**src/rtl/sif_bfly_pkg.sv**
```systemverilog
// Shared types for the butterfly pair issuer: FSM states, sample layout, index-width helper.
// No latency or backpressure of its own; pure declarations.
package sif_bfly_pkg;

    typedef enum logic {
        FILL = 1'b0,
        PAIR = 1'b1
    } state_e;

    localparam int DEF_WIDTH = 16;

    typedef struct packed {
        logic [DEF_WIDTH-1:0] re;
        logic [DEF_WIDTH-1:0] im;
    } cplx_t;

    // A buffer of depth 1 still needs a 1-bit index.
    function automatic int addr_w(input int stride);
        return (stride > 1) ? $clog2(stride) : 1;
    endfunction

endpackage

```
**src/rtl/sif_bfly_pair_buf.sv**
```systemverilog
// First-half sample store: synchronous write, combinational read at the pairing index.
// Zero read latency; no backpressure (writes only when the FSM accepts a sample).
module sif_bfly_pair_buf
    import sif_bfly_pkg::*;
#(
    parameter int WIDTH  = 16,
    parameter int STRIDE = 4,
    parameter int ADDR_W = addr_w(STRIDE)
) (
    input  logic                 clk,
    input  logic                 wr_en_i,
    input  logic [ADDR_W-1:0]    wr_addr_i,
    input  logic [2*WIDTH-1:0]   wr_dat_i,
    input  logic [ADDR_W-1:0]    rd_addr_i,
    output logic [2*WIDTH-1:0]   rd_dat_o
);

    logic [2*WIDTH-1:0] mem_q [STRIDE];

    always_ff @(posedge clk) begin
        if (wr_en_i) begin
            mem_q[wr_addr_i] <= wr_dat_i;
        end
    end

    assign rd_dat_o = mem_q[rd_addr_i];

endmodule

```
**src/rtl/sif_bfly_pair_issuer.sv**
```systemverilog
// Issues butterfly pairs (x[i], x[i+STRIDE]) to an add/sub unit; 1 cycle from x[i+STRIDE] to A/B valid.
// A/B accepted jointly; X stalls in PAIR while a pair is held. SIF_BFLY_STALL_CNT_EN adds stall_cnt.
module sif_bfly_pair_issuer
    import sif_bfly_pkg::*;
#(
    parameter int WIDTH  = 16,
    parameter int STRIDE = 4
) (
    input  logic             clk,
    input  logic             rst,
    input  logic             X_vld,
    input  logic [WIDTH-1:0] X_real_dat,
    input  logic [WIDTH-1:0] X_img_dat,
    output logic             X_rdy,
    output logic             A_vld,
    output logic [WIDTH-1:0] A_real_dat,
    output logic [WIDTH-1:0] A_img_dat,
    input  logic             A_rdy,
    output logic             B_vld,
    output logic [WIDTH-1:0] B_real_dat,
    output logic [WIDTH-1:0] B_img_dat,
    input  logic             B_rdy,
    output logic             frame_done,
`ifdef SIF_BFLY_STALL_CNT_EN
    output logic [31:0]      stall_cnt,
`endif
    output logic             busy
);

    localparam int ADDR_W = addr_w(STRIDE);
    localparam logic [ADDR_W-1:0] LAST_IDX = ADDR_W'(STRIDE - 1);

    typedef struct packed {
        logic [WIDTH-1:0] re;
        logic [WIDTH-1:0] im;
    } smp_t;

    state_e            state_q, state_d;
    logic [ADDR_W-1:0] idx_q, idx_d;
    logic              out_vld_q, out_vld_d;
    logic              out_last_q, out_last_d;
    logic              frame_done_q, frame_done_d;
    smp_t              a_q, a_d;
    smp_t              b_q, b_d;
    smp_t              x_smp;
    logic [2*WIDTH-1:0] buf_rd_dat;
    logic              buf_we;
    logic              x_rdy_c;
    logic              fire;
    logic              load;

    assign x_smp = '{re: X_real_dat, im: X_img_dat};
    assign fire  = out_vld_q & A_rdy & B_rdy;

    sif_bfly_pair_buf #(
        .WIDTH  (WIDTH),
        .STRIDE (STRIDE),
        .ADDR_W (ADDR_W)
    ) u_buf (
        .clk       (clk),
        .wr_en_i   (buf_we),
        .wr_addr_i (idx_q),
        .wr_dat_i  (x_smp),
        .rd_addr_i (idx_q),
        .rd_dat_o  (buf_rd_dat)
    );

    always_comb begin
        state_d    = state_q;
        idx_d      = idx_q;
        out_last_d = out_last_q;
        a_d        = a_q;
        b_d        = b_q;
        buf_we     = 1'b0;
        load       = 1'b0;
        x_rdy_c    = 1'b1;
        unique case (state_q)
            FILL: begin
                if (X_vld) begin
                    buf_we = 1'b1;
                    if (idx_q == LAST_IDX) begin
                        idx_d   = '0;
                        state_d = PAIR;
                    end else begin
                        idx_d = idx_q + ADDR_W'(1);
                    end
                end
            end
            PAIR: begin
                // The output register may be refilled in the same cycle it drains.
                x_rdy_c = !out_vld_q | fire;
                if (X_vld && x_rdy_c) begin
                    load       = 1'b1;
                    a_d        = smp_t'(buf_rd_dat);
                    b_d        = x_smp;
                    out_last_d = (idx_q == LAST_IDX);
                    if (idx_q == LAST_IDX) begin
                        idx_d   = '0;
                        state_d = FILL;
                    end else begin
                        idx_d = idx_q + ADDR_W'(1);
                    end
                end
            end
            default: begin
                state_d = FILL;
            end
        endcase

        if (load) begin
            out_vld_d = 1'b1;
        end else if (fire) begin
            out_vld_d = 1'b0;
        end else begin
            out_vld_d = out_vld_q;
        end
        frame_done_d = fire & out_last_q;
    end

    always_ff @(posedge clk) begin
        if (rst) begin
            state_q      <= FILL;
            idx_q        <= '0;
            out_vld_q    <= 1'b0;
            out_last_q   <= 1'b0;
            frame_done_q <= 1'b0;
            a_q          <= '0;
            b_q          <= '0;
        end else begin
            state_q      <= state_d;
            idx_q        <= idx_d;
            out_vld_q    <= out_vld_d;
            out_last_q   <= out_last_d;
            frame_done_q <= frame_done_d;
            a_q          <= a_d;
            b_q          <= b_d;
        end
    end

`ifdef SIF_BFLY_STALL_CNT_EN
    logic [31:0] stall_cnt_q;

    always_ff @(posedge clk) begin
        if (rst) begin
            stall_cnt_q <= '0;
        end else if (out_vld_q && !(A_rdy && B_rdy) && (stall_cnt_q != 32'hFFFF_FFFF)) begin
            stall_cnt_q <= stall_cnt_q + 32'd1;
        end
    end

    assign stall_cnt = stall_cnt_q;
`endif

    assign X_rdy      = x_rdy_c;
    assign A_vld      = out_vld_q;
    assign B_vld      = out_vld_q;
    assign A_real_dat = a_q.re;
    assign A_img_dat  = a_q.im;
    assign B_real_dat = b_q.re;
    assign B_img_dat  = b_q.im;
    assign frame_done = frame_done_q;
    assign busy       = (state_q == PAIR) | out_vld_q;

endmodule

```
**config.mk**
```make
export PLATFORM = sky130hd
export DESIGN_NAME = sif_bfly_pair_issuer
export DESIGN_NICKNAME = d
export VERILOG_FILES = /design/src/rtl/sif_bfly_pkg.sv /design/src/rtl/sif_bfly_pair_buf.sv /design/src/rtl/sif_bfly_pair_issuer.sv
export SDC_FILE = /design/constraint.sdc
export NUM_CORES = 1
export LEC_CHECK = 0
export CAP_MARGIN = 5
export CORE_AREA = 4 4 174 176
export CTS_CLUSTER_DIAMETER = 80
export CTS_CLUSTER_SIZE = 8
export DETAILED_ROUTE_END_ITERATION = 6
export DIE_AREA = 0 0 178 180
export PLACE_DENSITY = 0.49
export SLEW_MARGIN = 20
export SYNTH_ARGS = -nofsm -noshare
export SYNTH_HDL_FRONTEND = slang
export SYNTH_SLANG_ARGS = --single-unit
```
**constraint.sdc**
```tcl
create_clock -name clk -period 2.5 [get_ports clk]
set_input_delay 0.5 -clock clk [delete_from_list [all_inputs] [get_ports clk]]
set_output_delay 0.5 -clock clk [all_outputs]
set_load 0.02 [all_outputs]
```
==> parameters.txt <==
Parameter                              Value

CTS
  Clock Tree Root ... sky130_fd_sc_hd__clkbuf_16
  Clock slew at reported path FFs ... 0.07 ns
  Setup Buffers After CTS ... 0
  TritonCTS clock tree ... done
  Clock Path Buffers ... 2
  Total clock buffers created by CTS ... 17
  Number of clock sinks seen by CTS ... 198
  Clock latency on the worst-skew pair ... 0.43 ns
  Number of H-tree levels ... 4

Logic synthesis
  Post-synthesis adder-cell area fraction ... 0.006757
  Post-Syn Instances ... 500
  Yosys warning count ... 0
  Sequential area share after synthesis ... 0.7081
  Simple-gate share of the synthesized area ... 0.05642
  Synth area leader ... sky130_fd_sc_hd__edfxtp_1
  Number of distinct library cells after synthesis ... 27
  Post-synthesis instance area ... 7407 µm²
  Synthesis-stage register bit count ... 198
  Net count after synthesis ... 541
  Multiplexer area fraction after synthesis ... 0.1022
  Area share of xor/xnor cells in the synthesized design ... 0
  Compound-gate portion of the synthesized area ... 0.09358
  Post-Syn Area per Cell ... 14.81 µm²
  Combinational family with the most area after synthesis ... multiplexers
  Leading cell types by total area after synthesis ... sky130_fd_sc_hd__edfxtp_1 (52%), sky130_fd_sc_hd__dfxtp_1 (19%), sky130_fd_sc_hd__mux4_2 (8.5%)
  Portion of synthesized cell area occupied by the leading cell type ... 0.5189

Global routing
  Maximum number of pins on one net before global-route repair ... 54
  Met2 layer usage reported by global route ... 0.1917
  Aggregate global routing overflow ... 0
  Busiest grt layer ... met2
  Antenna violations before repair ... 0
  Number of global-route vias before repair ... 4896
  GR Util met3 ... 0.02752
  Total track usage ... 0.1163
  Met1 Use GR ... 0.1507
  Global-route wire length before repair ... 28350 µm

Timing
  Final setup skew ... 0.01575 ns
  Achievable frequency ... 0.4436 GHz
  Summed negative setup slack over all endpoints ... 0 ns
  Final setup violating endpoints ... 0
  Final-report hold violation count ... 0
  Final Slew Violations ... 0
  Post-route fraction of the period consumed by the critical path ... 0.9016
  Worst rel slew slack ... 0.6767
  Transition time at the pin with the least slew margin ... 0.4849 ns
  Time the final worst path needs with I/O delays and setup ... 2.254 ns
  Unrepaired setup endpoints after global routing ... false

Setup path
  Required time worst endpoint ... 2.00 ns
  Kind of end point of the critical path ... output pin
  Reg-to-reg endpoint ... A_real_dat[4]
  Source of the worst register-to-register timing path ... idx_q[0]
  Largest delay contributor family on the critical path ... buffers and inverters
  Sequence of cells on the critical path ... buf_4 -> or2_2 -> clkdlybuf4s50_1
  Largest driver fanout on the critical path ... 5
  Worst setup path end ... busy
  Cell at the slowest stage of the critical path ... sky130_fd_sc_hd__clkdlybuf4s50_1
  Worst EP arrival ... 1.75 ns
  Critical path origin ... A_vld
  Slowest Stage Delay on Critical Path ... 0.54 ns
  CP Depth ... 3
  FF-to-FF path depth ... 4
  Worst setup path category ... flip-flop to output pin
  Total buffers and inverters traversed by the critical path ... 2
  Worst reg-to-reg setup slack ... 0.67 ns
  Crit path launch type ... flip-flop

Floorplanning
  IO Pins ... 106
  Initial Utilization ... 0.2588
  DIE WIDTH ... 178 µm
  Total Die Area ... 32040 µm²
  Floorplan row count ... 62
  Placeable Area ... 28630 µm²
  Die Y-Extent ... 180 µm

Pwr
  Leakage ... 2.983 nW
  Total Power ... 0.006920 W
  Highest ir drop seen on vdd ... 0.3981 mV
  Total power per unit cell area ... 720.1 nW/µm²

Routing
  Overall routed net length ... 18250 µm
  Iter 0 DRT Violations ... 242
  Total iterations of the first detailed-routing run ... 6
  Remaining antenna violation count after routing ... 0
  Detail-routed net length per standard cell ... 18.27 µm
  Vias per cell ... 4.604
  Remaining design rule violation count ... 0
  Routed via count ... 4599

Final layout
  Final design instance area without fill ... 9610 µm²
  Share of layout cells above drive strength 1 ... 0.1577
  Utilization of the core after routing ... 0.3357
  Number of inserted diodes ... 0
  Total Nets Final ... 643
  Syn-to-layout area delta ... 29.75%
  Fill cell count ... 2757

Place
  Number of buffer cells added on primary ports ... 105
  Routability cong. ... 0.6804
  Placement Cell Area ... 8995 µm²
  Final HPWL from detailed placement ... 11730 µm

Worst hold path
  HP Class ... flip-flop to flip-flop

Outcome
  Status ... completed

Job
  Maximum Capacitance Violations ... 0
[worst min-delay path, cell delays in order, from the launching register on]
cell,delay [ns]
sky130_fd_sc_hd__dfxtp_1,0.31
sky130_fd_sc_hd__o21ai_0,0.06
sky130_fd_sc_hd__a21oi_1,0.06
[Yosys cell counts (all sizes together)]
| library cell | count |
|---|---|
| ha | 4 |
| nor3 | 1 |
| and2 | 6 |
| a21boi | 2 |
| dfxtp | 70 |
| edfxtp | 128 |
| nand2b | 2 |
| nand2 | 2 |
| nand4 | 1 |
| inv | 2 |
| mux4 | 32 |
| or2 | 1 |
| mux2 | 1 |
| nor2b | 1 |
| a21bo | 1 |
| nand3 | 65 |
| buf | 24 |
| o21ai | 65 |
| nor2 | 3 |
| a21oi | 67 |
| mux2i | 1 |
| clkbuf | 21 |
[sequential cells by signal, summed over array words and instances (netlist names)]
signal	flops
B_real_dat	16
A_real_dat	16
frame_done	1
out_last_q	1
u_buf.mem_q	128
state_q	1
B_img_dat	16
idx_q	2
A_vld	1
A_img_dat	16
[power breakdown]
group          switching (W)  total, W  internal [W]
combinational       0.000231  0.000461      0.000230
sequential         0.0000436   0.00364       0.00359
clock                0.00130   0.00282       0.00152
total                0.00158   0.00692       0.00534
[per-stage QoR]
| step | instances | setup slack, ns | hold slack [ns] |
|---|---|---|---|
| CTS | 999 | 0.04805 | 0.4770 |
| floorplan | 500 | 0.4851 | 0.4214 |
| global placement | 967 | 0.08321 | 0.4621 |
| detailed placement | 967 | 0.05102 | 0.4663 |
| global route | 999 | 0.1875 | 0.5064 |
| finish | 999 | 0.2459 | 0.4740 |
[cells by family (layout without fill, tap and decap cells)]
logic type	count (synthesis)	count (layout)
AOI/OAI and AO/OA	135	135
and+or+nand+nor	82	82
buffers and inverters	47	162
muxes	34	34
adders and majority gates	4	4
DFF	198	198
[per-layer routing]
| layer | vias up | wire (µm) |
|---|---|---|
| met3 | 24 | 850 |
| met5 | - | 0 |
| met2 | 123 | 8865 |
| met1 | 2332 | 8246 |
| li1 | 2120 | - |
| met4 | 0 | 293 |
[placed cells by master (no fill, tap or decap), types with 2 or more instances in the layout]
| cell | n |
|---|---|
| sky130_fd_sc_hd__edfxtp_1 | 128 |
| sky130_fd_sc_hd__clkdlybuf4s50_1 | 103 |
| sky130_fd_sc_hd__dfxtp_1 | 68 |
| sky130_fd_sc_hd__a21oi_1 | 67 |
| sky130_fd_sc_hd__nand3_1 | 65 |
| sky130_fd_sc_hd__o21ai_0 | 58 |
| sky130_fd_sc_hd__mux4_2 | 28 |
| sky130_fd_sc_hd__clkbuf_16 | 17 |
| sky130_fd_sc_hd__buf_4 | 15 |
| sky130_fd_sc_hd__buf_12 | 8 |
| sky130_fd_sc_hd__o21ai_1 | 7 |
| sky130_fd_sc_hd__and2_2 | 5 |
| sky130_fd_sc_hd__mux4_1 | 4 |
| sky130_fd_sc_hd__ha_1 | 4 |
| sky130_fd_sc_hd__inv_6 | 4 |
| sky130_fd_sc_hd__nor2_1 | 3 |
| sky130_fd_sc_hd__inv_1 | 2 |
| sky130_fd_sc_hd__nand2b_1 | 2 |
| sky130_fd_sc_hd__clkinvlp_4 | 2 |
| sky130_fd_sc_hd__inv_8 | 2 |
| sky130_fd_sc_hd__bufinv_16 | 2 |
| sky130_fd_sc_hd__clkinv_4 | 2 |
| sky130_fd_sc_hd__clkinv_8 | 2 |
| sky130_fd_sc_hd__dfxtp_2 | 2 |
[worst min path at each step]
stage,from,endpoint,slack (ns),cells past startpoint
2_1_floorplan,out_last_q,frame_done,0.42,2
3_3_place_gp,B_real_dat[1],B_real_dat[1],0.46,2
3_5_place_dp,A_real_dat[7],A_real_dat[7],0.47,2
4_1_cts,A_real_dat[7],A_real_dat[7],0.48,2
5_1_grt,B_real_dat[2],B_real_dat[2],0.51,2
6_report,B_img_dat[13],B_img_dat[13],0.47,2
[final cells by class]
type | instances | area [µm²] | area share
flip-flops and latches | 198 | 5248 | 0.5460
multi-input cells | 255 | 1941 | 0.2019
repair buffers | 128 | 1321 | 0.1375
well taps | 384 | 480.5 | 0.04999
clock buffers | 17 | 425.4 | 0.04427
clock inverters | 15 | 187.7 | 0.01953
inverters | 2 | 7.507 | 0.0007811
[timing repair]
action,4_1_cts,5_1_grt
hold endpoints to repair,0,0
hold buffers,0,0
gates resized for setup,0,1
setup endpoints to repair,0,1
No activity file was read; power rests on OpenSTA's default activity.
==> edit, RTL diff (config.mk and constraints unchanged) <==
Build with the macro `SIF_BFLY_STALL_CNT_EN` defined.
--- a/src/rtl/sif_bfly_pair_issuer.sv
+++ b/src/rtl/sif_bfly_pair_issuer.sv
@@ -1,5 +1,7 @@
 // Issues butterfly pairs (x[i], x[i+STRIDE]) to an add/sub unit; 1 cycle from x[i+STRIDE] to A/B valid.
 // A/B accepted jointly; X stalls in PAIR while a pair is held. SIF_BFLY_STALL_CNT_EN adds stall_cnt.
+`define SIF_BFLY_STALL_CNT_EN
+
 module sif_bfly_pair_issuer
     import sif_bfly_pkg::*;
 #(
Check against the original RTL (old outputs only; new: stall_cnt): equivalent (equiv_simple and equiv_induct, registers matched by name and starting in step).
==> edit against the original RTL <==
  * Register-to-register slack lost 450 ps
  * Synthesized area increased by 19%
  * Setup slack got worse by 23 ps
  * Final area increased by 24%
  * Wire length up 18%
  * Sequential cell count rose by 32
  * Total power is 25% higher
  * Count of clock-buffer cells in the layout is 37 higher
  * Critical endpoint is now X_rdy
  * Largest cell class unchanged
  * Highest routed layer is now met5
==> edit: results (changes against the original RTL) <==
placement.io_buffers: 137  # was 105
leakagePower_uw: 0.00385  # was 0.00298 uW
place_congestion: 0.759  # was 0.680
path_max_fanout: 6  # was 5
cts-buffers-inserted: 34  # was 17
drt-pass1-iter-count: 4  # was 6
core_sq_um: 28600  # unchanged
synth_top_cells_by_area: "edfxtp_1 (44%), dfxtp_1 (23%), mux4_2 (8.2%)"  # was edfxtp_1 (52%), dfxtp_1 (19%), mux4_2 (8.5%)
grt_start_max_net_pins: 64  # was 54
path_clk_slew_ps: 50  # was 70 ps
layout-drive-gt1-share: 0.150  # was 0.158
grt_pass1_vias: 6153  # was 4,896
synth_commonest_cells: "nand2_1 (136), edfxtp_1 (128), dfxtp_1 (102)"  # was edfxtp_1 (128), dfxtp_1 (70), a21oi_1 (67)
vias: 5959  # was 4,599
antenna_found_initial: 1  # was 0
cts-root-buf: "clkbuf_16"  # unchanged
synth_cell_types: 45  # was 27
grt_usage: 0.134  # was 0.116
synth_edf_count: 128  # unchanged
worst_pin_slew_ps: 439  # was 485 ps
finalHoldWorstSlack_ps: 368  # was 474 ps
syn_nets: 730  # was 541
post_cts_buffers: 0  # unchanged
synthArstFlopShare: 0  # unchanged
drt-initial-drc-count: 288  # was 242
top_register: "u_buf.mem_q"  # unchanged
clock_path_buffers: 3  # was 2
wirelength_microns: 21500  # was 18,300 microns
grt_pass1_wl_microns: 34300  # was 28,400 microns
cts_max_level: 2  # was 4
finalNetCount: 906  # was 643
worstHoldPathType: "primary input to register"  # was register to register
crit_arrival_ps: 1780  # was 1750 ps
clock_skew_ps: 19.4  # was 15.7 ps
rrSetupSlack_ps: 220  # was 670 ps
ctsResizeCount: 0  # unchanged
dp_hpwl_microns: 13600  # was 11,700 microns
vdd_drop_max_uv: 433  # was 398 uV
num_antenna_cells: 0  # unchanged
largest_reg_flops: 128  # unchanged
ys_seq_area_frac: 0.668  # was 0.708
p_int_uw: 6840  # was 5340 uW
outcome: "finished clean"  # unchanged
clock_latency_ps: 500  # was 430 ps
## edit: cell types whose count changed after synthesis, moves of 11 or more
cell     before  now
a21oi_1      67   87
or3_1         0   15
nand4_1       1   12
dfxtp_1      70  102
nand3_1      65   12
o21ai_0      58   17
nand2_1       2  136
nor2_1        3   27
## edit: final timing paths
check,endpoint,from,cells past startpoint
worst min-delay path,stall_cnt[19]$_SDFFE_PP0P_,rst,2
worst min register to register,A_img_dat[13]$_SDFFE_PP0P_,A_img_dat[13]$_SDFFE_PP0P_,2
worst max register to register,stall_cnt[4]$_SDFFE_PP0P_,stall_cnt[30]$_SDFFE_PP0P_,6
worst max-delay path,X_rdy,A_vld$_SDFFE_PP0P_,3
## edit: kinds of logic (layout without fill, tap and decap cells)
kind of cell               after synthesis  count (layout)  share of synthesized area
adders and majority gates                5               5                    0.00710
and+or+nand+nor                        238             238                      0.130
AOI/OAI and AO/OA                      125             125                     0.0785
buffers and inverters                   44             241                     0.0200
xor gates and xnor gates                10              10                    0.00994
DFF                                    230             230                      0.668
muxes                                   36              36                     0.0869
## edit: area by class of cell
cell class                      count  area (sq um)
Timing Repair Buffer              179          1780
Inverter                            5          18.8
Clock inverter                      3          33.8
Multi-Input combinational cell    414          2770
Fill cell                        2686         16700
Sequential cell                   230          5890
Tap cell                          384           480
Clock buffer                       54           936
## edit: worst max-delay path, cell delays in order, from the launching register on
cell,delay [ps]
dfxtp_1,410
a21boi_1,250
nand2_1,70
clkdlybuf4s50_1,550
## edit: routing by layer
metal | track usage | part of all wire | up-vias
li1 | - | - | 2896
met1 | 0.173 | 0.45 | 2901
met2 | 0.223 | 0.47 | 128
met3 | 0.0332 | 0.057 | 32
met4 | 0.0371 | 0.018 | 2
met5 | 0 | 0.00093 | -
## edit: stage by stage
stage                     setup slack [ps]  cell area, sq um   util  power (uW)  std cells
after global routing                   108             11900  0.416        9010       1269
after global placement                72.1             10900  0.382        4600       1212
after detailed placement              44.3             10900  0.382        4600       1212
after floorplan                        213              8820      -        4400        688
after CTS                              170             11900  0.416        8810       1269
final                                  223             11900  0.416        8670       1269
## edit: power by group through the flow
stage / clock, uW / sequential (uW) / combinational, uW
2_1_floorplan: 0 / 4190 / 210
3_3_place_gp: 0 / 4190 / 410
3_5_place_dp: 0 / 4190 / 409
4_1_cts: 4290 / 4120 / 410
5_1_grt: 4460 / 4120 / 434
6_report: 4150 / 4120 / 397
